`config.mk`:
```
export PLATFORM = sky130hd
export DESIGN_NAME = operand_fetch_flat
export DESIGN_NICKNAME = d
export VERILOG_FILES = /design/src/rtl/mips_cpu_pkg.sv /design/src/rtl/operand_fetch_if.sv /design/src/rtl/operand_fetch_fwd_mux.sv /design/src/rtl/operand_fetch.sv /design/src/flat_wrapper.sv
export SDC_FILE = /design/constraint.sdc
export NUM_CORES = 1
export LEC_CHECK = 0
export CELL_PAD_IN_SITES_DETAIL_PLACEMENT = 0
export CELL_PAD_IN_SITES_GLOBAL_PLACEMENT = 1
export CORE_MARGIN = 1.5
export CORE_UTILIZATION = 28
export CTS_BUF_LIST = sky130_fd_sc_hd__clkbuf_16
export CTS_CLUSTER_SIZE = 8
export DETAILED_ROUTE_END_ITERATION = 12
export GPL_ROUTABILITY_DRIVEN = 0
export PLACE_DENSITY_LB_ADDON = 0.25
export SLEW_MARGIN = 20
export SYNTH_ARGS = -nofsm -noshare
export SYNTH_HDL_FRONTEND = slang
export SYNTH_SLANG_ARGS = --single-unit
export TNS_END_PERCENT = 20
```
`constraint.sdc`:
```
create_clock -name cpu_clk_50M -period 1.45 [get_ports cpu_clk_50M]
set_input_delay 0.29 -clock cpu_clk_50M [delete_from_list [all_inputs] [get_ports cpu_clk_50M]]
set_output_delay 0.29 -clock cpu_clk_50M [all_outputs]
set_load 0.02 [all_outputs]
```
`src/rtl/mips_cpu_pkg.sv`:
```
// Shared types for the MIPS core datapath.
// Provides the word / register-number types, the operand bypass selector
// and the ID/EX pipeline register layout used by operand_fetch.
package mips_cpu_pkg;

  typedef logic [31:0] word_t;
  typedef logic [4:0]  reg_enum;

  localparam word_t   ZERO     = 32'h0000_0000;
  localparam reg_enum REG_ZERO = 5'd0;

  // Where a resolved operand came from.
  typedef enum logic [1:0] {
    FWD_RF,
    FWD_WB,
    FWD_MEM,
    FWD_EX
  } fwd_sel_e;

  typedef struct packed {
    logic    valid;
    word_t   src1;
    word_t   src2;
    reg_enum wa;
    logic    we;
    logic    is_load;
  } idex_t;

endpackage

```
`src/rtl/operand_fetch_if.sv`:
```
// ID/EX output bundle: the live contents of the ID/EX pipeline register.
//   master : driven by operand_fetch
//   slave  : consumed by the EX stage (and the bench)
interface operand_fetch_if;
  import mips_cpu_pkg::*;

  logic    ex_valid;
  word_t   ex_src1;
  word_t   ex_src2;
  reg_enum ex_wa;
  logic    ex_we;
  logic    ex_is_load;

  modport master (output ex_valid, ex_src1, ex_src2, ex_wa, ex_we, ex_is_load);
  modport slave  (input  ex_valid, ex_src1, ex_src2, ex_wa, ex_we, ex_is_load);
endinterface

```
`src/rtl/operand_fetch_fwd_mux.sv`:
```
// fwd_mux: priority bypass selection for one source operand.
//   src/src_en           : source register and whether it is read
//   ex_fwd_en/ex_wa/...  : EX tap (enable already excludes loads and bubbles)
//   mem_* / wb_*         : MEM and WB write taps
//   rf_rd                : async regfile read data
//   opnd / sel           : resolved operand and the tap it came from
module fwd_mux
  import mips_cpu_pkg::*;
(
  input  reg_enum  src,
  input  logic     src_en,
  input  logic     ex_fwd_en,
  input  reg_enum  ex_wa,
  input  word_t    ex_result,
  input  logic     mem_we,
  input  reg_enum  mem_wa,
  input  word_t    mem_wd,
  input  logic     wb_we,
  input  reg_enum  wb_wa,
  input  word_t    wb_wd,
  input  word_t    rf_rd,
  output word_t    opnd,
  output fwd_sel_e sel
);

  always_comb begin
    opnd = rf_rd;
    sel  = FWD_RF;
    // r0 and unused sources never bypass, even if a stage targets r0.
    if (!src_en || src == REG_ZERO) begin
      opnd = ZERO;
      sel  = FWD_RF;
    end else if (ex_fwd_en && ex_wa == src) begin
      opnd = ex_result;
      sel  = FWD_EX;
    end else if (mem_we && mem_wa == src) begin
      opnd = mem_wd;
      sel  = FWD_MEM;
    end else if (wb_we && wb_wa == src) begin
      // Regfile write lands at the edge, so the async read is still stale.
      opnd = wb_wd;
      sel  = FWD_WB;
    end
  end

endmodule

```
`src/rtl/operand_fetch.sv`:
```
// operand_fetch: decode-stage operand reader and ID/EX pipeline register.
// Drives both regfile read ports, bypasses EX/MEM/WB results, stalls one
// cycle on load-use, and registers resolved operands into ID/EX.
//   cpu_clk_50M, cpu_rst_n : clock, synchronous active-low reset
//   id_*                   : decode-stage instruction fields
//   rfre*/rfra*/rfrd*      : regfile read ports
//   ex_result, mem_*, wb_* : bypass taps
//   flush, ex_hold         : pipeline control
//   id_stall               : hold IF/ID
//   ex                     : ID/EX register contents
module operand_fetch
  import mips_cpu_pkg::*;
(
  input  logic    cpu_clk_50M,
  input  logic    cpu_rst_n,
  input  logic    id_valid,
  input  reg_enum id_rs,
  input  reg_enum id_rt,
  input  logic    id_rs_en,
  input  logic    id_rt_en,
  input  reg_enum id_wa,
  input  logic    id_we,
  input  logic    id_is_load,
  output logic    rfre1,
  output logic    rfre2,
  output reg_enum rfra1,
  output reg_enum rfra2,
  input  word_t   rfrd1,
  input  word_t   rfrd2,
  input  word_t   ex_result,
  input  logic    mem_we,
  input  reg_enum mem_wa,
  input  word_t   mem_wd,
  input  logic    wb_we,
  input  reg_enum wb_wa,
  input  word_t   wb_wd,
  input  logic    flush,
  input  logic    ex_hold,
  output logic    id_stall,
  operand_fetch_if.master ex
);

  idex_t    idex_q, idex_d;
  word_t    opnd1, opnd2;
  fwd_sel_e fwd_sel1, fwd_sel2;
  logic     ex_fwd_en;
  logic     load_use;

  assign rfre1 = id_valid & id_rs_en;
  assign rfra1 = id_rs;
  assign rfre2 = id_valid & id_rt_en;
  assign rfra2 = id_rt;

  // A load's EX result is an address, not the data; it must wait for MEM.
  assign ex_fwd_en = idex_q.valid & idex_q.we & ~idex_q.is_load;

  // Gating the enables with id_valid keeps bubble operands at ZERO.
  fwd_mux u_fwd1 (
    .src(id_rs), .src_en(rfre1),
    .ex_fwd_en(ex_fwd_en), .ex_wa(idex_q.wa), .ex_result(ex_result),
    .mem_we(mem_we), .mem_wa(mem_wa), .mem_wd(mem_wd),
    .wb_we(wb_we), .wb_wa(wb_wa), .wb_wd(wb_wd),
    .rf_rd(rfrd1), .opnd(opnd1), .sel(fwd_sel1)
  );

  fwd_mux u_fwd2 (
    .src(id_rt), .src_en(rfre2),
    .ex_fwd_en(ex_fwd_en), .ex_wa(idex_q.wa), .ex_result(ex_result),
    .mem_we(mem_we), .mem_wa(mem_wa), .mem_wd(mem_wd),
    .wb_we(wb_we), .wb_wa(wb_wa), .wb_wd(wb_wd),
    .rf_rd(rfrd2), .opnd(opnd2), .sel(fwd_sel2)
  );

  assign load_use = id_valid & idex_q.valid & idex_q.is_load & idex_q.we &
                    (idex_q.wa != REG_ZERO) &
                    ((id_rs_en & (id_rs == idex_q.wa)) |
                     (id_rt_en & (id_rt == idex_q.wa)));

  // Forced low in reset so stale or unknown state cannot leak a stall.
  assign id_stall = cpu_rst_n & (load_use | ex_hold);

  always_comb begin
    idex_d = idex_q;
    if (flush) begin
      idex_d = '0;
    end else if (ex_hold) begin
      idex_d = idex_q;
    end else if (load_use) begin
      idex_d = '0;
    end else begin
      idex_d.valid   = id_valid;
      idex_d.src1    = opnd1;
      idex_d.src2    = opnd2;
      idex_d.wa      = id_wa;
      idex_d.we      = id_we & id_valid;
      idex_d.is_load = id_is_load & id_valid;
    end
  end

  always_ff @(posedge cpu_clk_50M) begin
    if (!cpu_rst_n) idex_q <= '0;
    else            idex_q <= idex_d;
  end

  assign ex.ex_valid   = idex_q.valid;
  assign ex.ex_src1    = idex_q.src1;
  assign ex.ex_src2    = idex_q.src2;
  assign ex.ex_wa      = idex_q.wa;
  assign ex.ex_we      = idex_q.we;
  assign ex.ex_is_load = idex_q.is_load;

  // An EX-stage load must never be selected as a bypass source.
  a_no_load_ex_fwd: assert property (@(posedge cpu_clk_50M) disable iff (!cpu_rst_n)
    !(idex_q.is_load && (fwd_sel1 == FWD_EX || fwd_sel2 == FWD_EX)));

endmodule

```
`src/flat_wrapper.sv`:
```
// flat-port wrapper written by rule: the top's interface ports become plain ports
module operand_fetch_flat import mips_cpu_pkg::*;
  (cpu_clk_50M, cpu_rst_n, id_valid, id_rs, id_rt, id_rs_en, id_rt_en, id_wa, id_we, id_is_load, rfre1, rfre2, rfra1, rfra2, rfrd1, rfrd2, ex_result, mem_we, mem_wa, mem_wd, wb_we, wb_wa, wb_wd, flush, ex_hold, id_stall, ex_ex_valid, ex_ex_src1, ex_ex_src2, ex_ex_wa, ex_ex_we, ex_ex_is_load);
  operand_fetch_if ex_i ();
  input  logic cpu_clk_50M;
  input  logic cpu_rst_n;
  input  logic id_valid;
  input  reg_enum id_rs;
  input  reg_enum id_rt;
  input  logic id_rs_en;
  input  logic id_rt_en;
  input  reg_enum id_wa;
  input  logic id_we;
  input  logic id_is_load;
  output logic rfre1;
  output logic rfre2;
  output reg_enum rfra1;
  output reg_enum rfra2;
  input  word_t rfrd1;
  input  word_t rfrd2;
  input  word_t ex_result;
  input  logic mem_we;
  input  reg_enum mem_wa;
  input  word_t mem_wd;
  input  logic wb_we;
  input  reg_enum wb_wa;
  input  word_t wb_wd;
  input  logic flush;
  input  logic ex_hold;
  output logic id_stall;
  output wire logic [$bits(ex_i.ex_valid)-1:0] ex_ex_valid;
  output wire logic [$bits(ex_i.ex_src1)-1:0] ex_ex_src1;
  output wire logic [$bits(ex_i.ex_src2)-1:0] ex_ex_src2;
  output wire logic [$bits(ex_i.ex_wa)-1:0] ex_ex_wa;
  output wire logic [$bits(ex_i.ex_we)-1:0] ex_ex_we;
  output wire logic [$bits(ex_i.ex_is_load)-1:0] ex_ex_is_load;
  assign ex_ex_valid = ex_i.ex_valid;
  assign ex_ex_src1 = ex_i.ex_src1;
  assign ex_ex_src2 = ex_i.ex_src2;
  assign ex_ex_wa = ex_i.ex_wa;
  assign ex_ex_we = ex_i.ex_we;
  assign ex_ex_is_load = ex_i.ex_is_load;
  operand_fetch u_core (.cpu_clk_50M(cpu_clk_50M), .cpu_rst_n(cpu_rst_n), .id_valid(id_valid), .id_rs(id_rs), .id_rt(id_rt), .id_rs_en(id_rs_en), .id_rt_en(id_rt_en), .id_wa(id_wa), .id_we(id_we), .id_is_load(id_is_load), .rfre1(rfre1), .rfre2(rfre2), .rfra1(rfra1), .rfra2(rfra2), .rfrd1(rfrd1), .rfrd2(rfrd2), .ex_result(ex_result), .mem_we(mem_we), .mem_wa(mem_wa), .mem_wd(mem_wd), .wb_we(wb_we), .wb_wa(wb_wa), .wb_wd(wb_wd), .flush(flush), .ex_hold(ex_hold), .id_stall(id_stall), .ex(ex_i));
endmodule
```
==> flow_summary.yaml, run 1 <==
sta:
  fin_worst_skew_ps: 10.6
  final_hold_viol_count: 0
  worst_slew_pin_slew_ps: 342
  fin_ws_ps: -363
  fin_crit_ps: 1810
  rsz0062_at_grt: "yes"
  period_share_pct: 125
  slew_viol_final: 0
  final-setup-viol-count: 68
  maxSlewHeadroom_pct: 77.0
  max_freq_mhz: 552
status:
  failed_checks: "negative setup slack"
  status: "finished with violations"
job:
  maxCapViolations: 0
detailed_routing:
  viasPerCell: 5.22
  avgRoutedWirePerCell_um: 21.2
  drtIter0Drc: 204
  dr.pass1.iters: 4
  routed-via-count: 6606
  wl_mm: 26.8
  drc_errors: 0
  ant_nets: 0
cts:
  clock_latency_ps: 340
  path_clk_slew_ps: 60
  clock_sinks: 72
  cts_tree: "yes"
  cts_root_buf: "clkbuf_16"
  cts.path.max_buffers: 2
  htreeDepth: 3
  cts_buffers: 9
power:
  peakVddDrop_mv: 0.526
  p_total_mw: 6.32
  power_density_nw_per_um2: 592
  leakage_nw: 4.33
hold_path:
  worstHoldStart: "u_core.ex.ex_src2[31]"
  holdPathStages: 2
  min_path_type: "reg -> reg"
  whs_endpoint: "u_core.ex.ex_src2[31]"
worst_setup_path:
  cp-start-kind: "register"
  critical_path.cell_chain: "xnor2_1, nand3_1, o22ai_2, nand2_2, a21boi_2, buf_4"
  critPathCaptureType: "output port"
  crit_type: "reg -> out"
  crit_family: "flip-flops"
  timing.critical_path.from: "u_core.ex.ex_wa[1]"
  path_buf_inv: 1
  cp.arrival_ps: 1520
  crit_fanout: 3
  reg2reg_to: "u_core.ex.ex_src2[1]"
  rr_startpoint: "u_core.ex.ex_wa[3]"
  rr_worst_depth: 7
  max_stage_delay_ps: 370
  crit_path_top_delay_cell: "dfxtp_4"
  r2r_slack_ps: -360
  cp.required_ps: 1160
global_routing:
  antenna_found_initial: 0
  grt_pass1_vias: 6891
  grt_max_degree: 39
  gr-total-overflow: 0
  grt_pass1_wl_mm: 40.2
  gr-usage-all-layers_pct: 23.9
logic_synthesis:
  synth_warnings: 0
  syn_area_per_cell_um2: 9.24
  syn_nets: 849
  synth_seq_cells: 72
  ys_seq_area_share_pct: 23.9
  netlist_instances: 653
  ys_types: 38
  synth_area_um2: 6030
floorplan:
  top_level_ports: 281
  die_y_um: 150
  rows: 53
  core_um2: 21100
  die-area_um2: 22400
  initial_core_util_pct: 28.6
  die_w_um: 150
finish:
  antenna_cells: 0
  fin_nets: 1183
  final_common_cell: "clkdlybuf4s50_1"
  num-fill-cells: 2030
  utilization_pct: 50.6
  most-common-layout-cells: "clkdlybuf4s50_1 (175), o211ai_2 (113), nand2_1 (103), dlygate4sd2_1 (85), dfxtp_1 (67)"
  areaGrowthSynthToFinish_pct: 77.0
  final_cells: 1266
  layout-drive-gt1-share_pct: 36.6
placement:
  port_buffers: 280
  dpl.cell_count: 1223
  dpl.hpwl_mm: 18.5
[tightest hold or removal path: cells and delay by family, from the launching register on]
kind	cells	cell delay (ps)
and+or+nand+nor	1	60
DFF	1	310
AOI/OAI and AO/OA	1	70
[where the power goes]
part	total (mW)	internal (mW)	switching, mW
logic	1.85	1.01	0.836
registers	2.02	2.00	0.0205
clock network	2.45	1.50	0.955
total	6.32	4.51	1.81
[metal layers]
layer / vias up / global-route usage, % / wire, um
met4: 0 / 6.67 / 520
met1: 3190 / 31.5 / 12000
li1: 3158 / - / -
met2: 226 / 39.8 / 13000
met3: 32 / 4.18 / 1390
met5: - / 0 / 0
[timing repair]
item,CTS,global route
setup endpoints to repair,157,79
setup buffers,14,2
gates resized for setup,183,52
endpoints found under the hold margin,0,0
gates cloned,10,2
hold buffers,0,0
pin swaps,27,18
[layout make-up]
type	count	area [um^2]	share of cell area, %
Inverter	1	3.75	0.0352
Tap cell	275	344	3.22
Multi-Input combinational cell	507	4380	41.0
Clock buffer	9	225	2.11
Timing Repair Buffer	396	4180	39.1
Sequential cell	72	1460	13.7
Clock inverter	6	86.3	0.809
[Yosys cell counts, drive strengths merged]
master / instances / area, um^2
a32oi: 2 / 17.5
and2: 2 / 12.5
nand2: 104 / 390
nand2b: 1 / 6.26
dfxtp: 72 / 1440
buf: 43 / 327
o21ai: 65 / 325
o21a: 1 / 7.51
a21oi: 6 / 30.0
or3: 2 / 12.5
nor2b: 2 / 12.5
o211ai: 128 / 1530
inv: 1 / 3.75
a22oi: 65 / 788
nand3: 15 / 85.1
xnor2: 22 / 193
nand4: 2 / 27.5
nand4b: 1 / 8.76
nor2: 5 / 26.3
a21boi: 65 / 488
nor4: 2 / 25.0
nand3b: 3 / 47.6
or4: 2 / 15.0
xor2: 8 / 70.1
clkbuf: 30 / 113
o22ai: 1 / 6.26
nor3: 3 / 25.0
[cells by family after synthesis]
family / synth area share [%]
buffers and inverters: 7.34
XOR/XNOR: 4.36
AO/OA/AOI/OAI: 52.9
flip-flops: 23.9
AND/OR/NAND/NOR: 11.5
[sequential cells by signal, indices dropped and copies added, names as in the netlist]
register,count
u_core.ex.ex_valid,1
u_core.ex.ex_src2,32
u_core.ex.ex_src1,32
u_core.ex.ex_we,1
u_core.ex.ex_is_load,1
u_core.ex.ex_wa,5
[through the flow]
stage / area [um^2] / worst slack, ps / TNS (ps) / hold slack, ps
6_report: 10700 / -363 / -18260 / 498
5_1_grt: 10700 / -429 / -23560 / 523
4_1_cts: 10500 / -373 / -20410 / 501
3_5_place_dp: 9680 / -1020 / -64030 / 492
3_3_place_gp: 9680 / -1020 / -62700 / 486
2_1_floorplan: 6120 / -129 / -6250 / 443
[worst max-delay path by stage]
stage                       endpoint  slack [ps]  cells after the start
4_1_cts                     id_stall        -370                      6
3_3_place_gp                id_stall       -1020                      7
5_1_grt                     id_stall        -430                      6
2_1_floorplan  u_core.ex.ex_src2[31]        -130                      7
6_report                    id_stall        -360                      6
3_5_place_dp                id_stall       -1020                      7
(Power assumes the default switching activity.)
==> run 2, diff against run 1 <==
Settings changed: CORE_UTILIZATION 28 to 26, SYNTH_HIERARCHICAL set to 1.
==> flow_summary.yaml, run 2 <==
floorplan:
  die_y_um: 145
  top_level_ports: 281
  core_um2: 19700
  rows: 51
  die_w_um: 145
  die-area_um2: 21200
  initial_core_util_pct: 26.8
sta:
  rsz0062_at_grt: "yes"
  worst_slew_pin_slew_ps: 328
  fin_setup_tns_ps: -30990
  slew_viol_final: 0
  maxSlewHeadroom_pct: 78.0
  final-setup-viol-count: 73
  period_share_pct: 133
  max_freq_mhz: 517
  fin_crit_ps: 1930
  fin_ws_ps: -485
  fin_worst_skew_ps: 12.6
  final_hold_viol_count: 0
hold_path:
  whs_endpoint: "u_core/ex.ex_src1[25]"
  holdPathStages: 1
  worstHoldStart: "u_core/ex.ex_src1[25]"
  min_path_type: "reg -> reg"
worst_setup_path:
  crit_fanout: 20
  rr_startpoint: "u_core/ex.ex_wa[0]"
  rr_worst_depth: 7
  path_common_cell: "nand3_2"
  reg2reg_to: "u_core/ex.ex_src1[5]"
  critPathCaptureType: "register"
  max_stage_delay_ps: 380
  r2r_slack_ps: -480
  crit_type: "reg -> reg"
  timing.critical_path.from: "u_core/ex.ex_wa[0]"
  crit_path_top_delay_cell: "dfxtp_4"
  cp.required_ps: 1680
  cp-start-kind: "register"
  cp.arrival_ps: 2170
  critical_path.cell_chain: "xor2_1, nor4_2, nand3_2, nand3_2, buf_12, o211ai_1, a22o_1"
power:
  peakVddDrop_mv: 0.451
  p_total_mw: 6.02
  power_density_nw_per_um2: 643
  leakage_nw: 3.95
finish:
  antenna_cells: 0
  fin_nets: 1055
  final_common_cell: "clkdlybuf4s50_1"
  layout-drive-gt1-share_pct: 24.0
  final_cells: 1129
  most-common-layout-cells: "clkdlybuf4s50_1 (175), dlygate4sd2_1 (85), a22o_1 (70), dfxtp_1 (67), nand4_1 (66)"
  areaGrowthSynthToFinish_pct: 77.4
logic_synthesis:
  netlist_instances: 555
  synth_area_um2: 5280
  syn_nets: 751
  syn_area_per_cell_um2: 9.51
  synth_warnings: 6
placement:
  dpl.hpwl_mm: 18.7
  port_buffers: 280
  dpl.cell_count: 1100
detailed_routing:
  dr.pass1.iters: 4
  ant_nets: 0
  viasPerCell: 5.46
  wl_mm: 25.7
  drc_errors: 0
  avgRoutedWirePerCell_um: 22.7
  routed-via-count: 6169
  drtIter0Drc: 411
global_routing:
  antenna_found_initial: 0
  grt_pass1_wl_mm: 37.4
  gr-usage-all-layers_pct: 22.8
  gr-total-overflow: 0
  grt_max_degree: 43
  grt_pass1_vias: 6322
status:
  status: "finished with violations"
  failed_checks: "negative setup slack"
cts:
  htreeDepth: 3
  cts_hold_buf: 0
  clock_latency_ps: 350
  cts_root_buf: "clkbuf_16"
  path_clk_slew_ps: 60
  clock_sinks: 72
  cts_tree: "yes"
  cts_buffers: 9
  cts.path.max_buffers: 2
job:
  maxCapViolations: 0
-- run 2: repair_timing --
item                                    in CTS  in global routing
gates cloned                                 2                  4
setup buffers                                4                  3
resized for setup                          170                 21
pin swaps                                   16                 20
endpoints found under the setup margin     157                 79
-- run 2: stage by stage --
step           instance area (um^2)  utilization, %  hold slack, ps  setup WS (ps)
2_1_floorplan                  5320               -             422           -309
3_3_place_gp                   8740            44.3             457          -1300
3_5_place_dp                   8740            44.3             461          -1310
4_1_cts                        9180            46.6             473           -480
5_1_grt                        9370            47.5             487           -633
6_report                       9370            47.5             468           -485
-- run 2: layout make-up --
class / count / area (um^2)
Sequential cell: 72 / 1460
Timing Repair Buffer: 365 / 3730
Multi-Input combinational cell: 410 / 3520
Tap cell: 265 / 332
Fill cell: 1849 / 10400
Inverter: 1 / 3.75
Clock inverter: 7 / 97.6
Clock buffer: 9 / 225
-- run 2: worst max path at each step --
stage / to / slack (ps) / depth (start not counted)
final: u_core/ex.ex_src1[5] / -480 / 7
after global routing: id_stall / -630 / 6
after CTS: u_core/ex.ex_src1[5] / -480 / 7
after detailed placement: u_core/ex.ex_src1[16] / -1310 / 10
after global placement: u_core/ex.ex_src1[19] / -1300 / 10
after floorplan: u_core/ex.ex_src1[29] / -310 / 7
-- run 2: power breakdown --
group | switching (mW) | internal (mW)
logic | 0.700 | 0.879
registers | 0.0278 | 2.00
clock network | 0.903 | 1.51
total | 1.63 | 4.39
-- run 2: per-layer routing --
metal | GRT usage [%] | part of all wire [%] | up-vias
met5 | 0 | 0 | -
met2 | 39.3 | 49 | 340
met4 | 9.44 | 3.4 | 0
met1 | 27.6 | 41 | 2969
li1 | - | - | 2803
met3 | 4.45 | 6.9 | 57
-- run 2: critical path: cells and delay by family (launching register included) --
family	cells	cell delay (ps)
AOI/OAI and AO/OA	2	400
xor gates and xnor gates	1	150
buffers and inverters	1	180
DFF	1	380
and+or+nand+nor	3	710
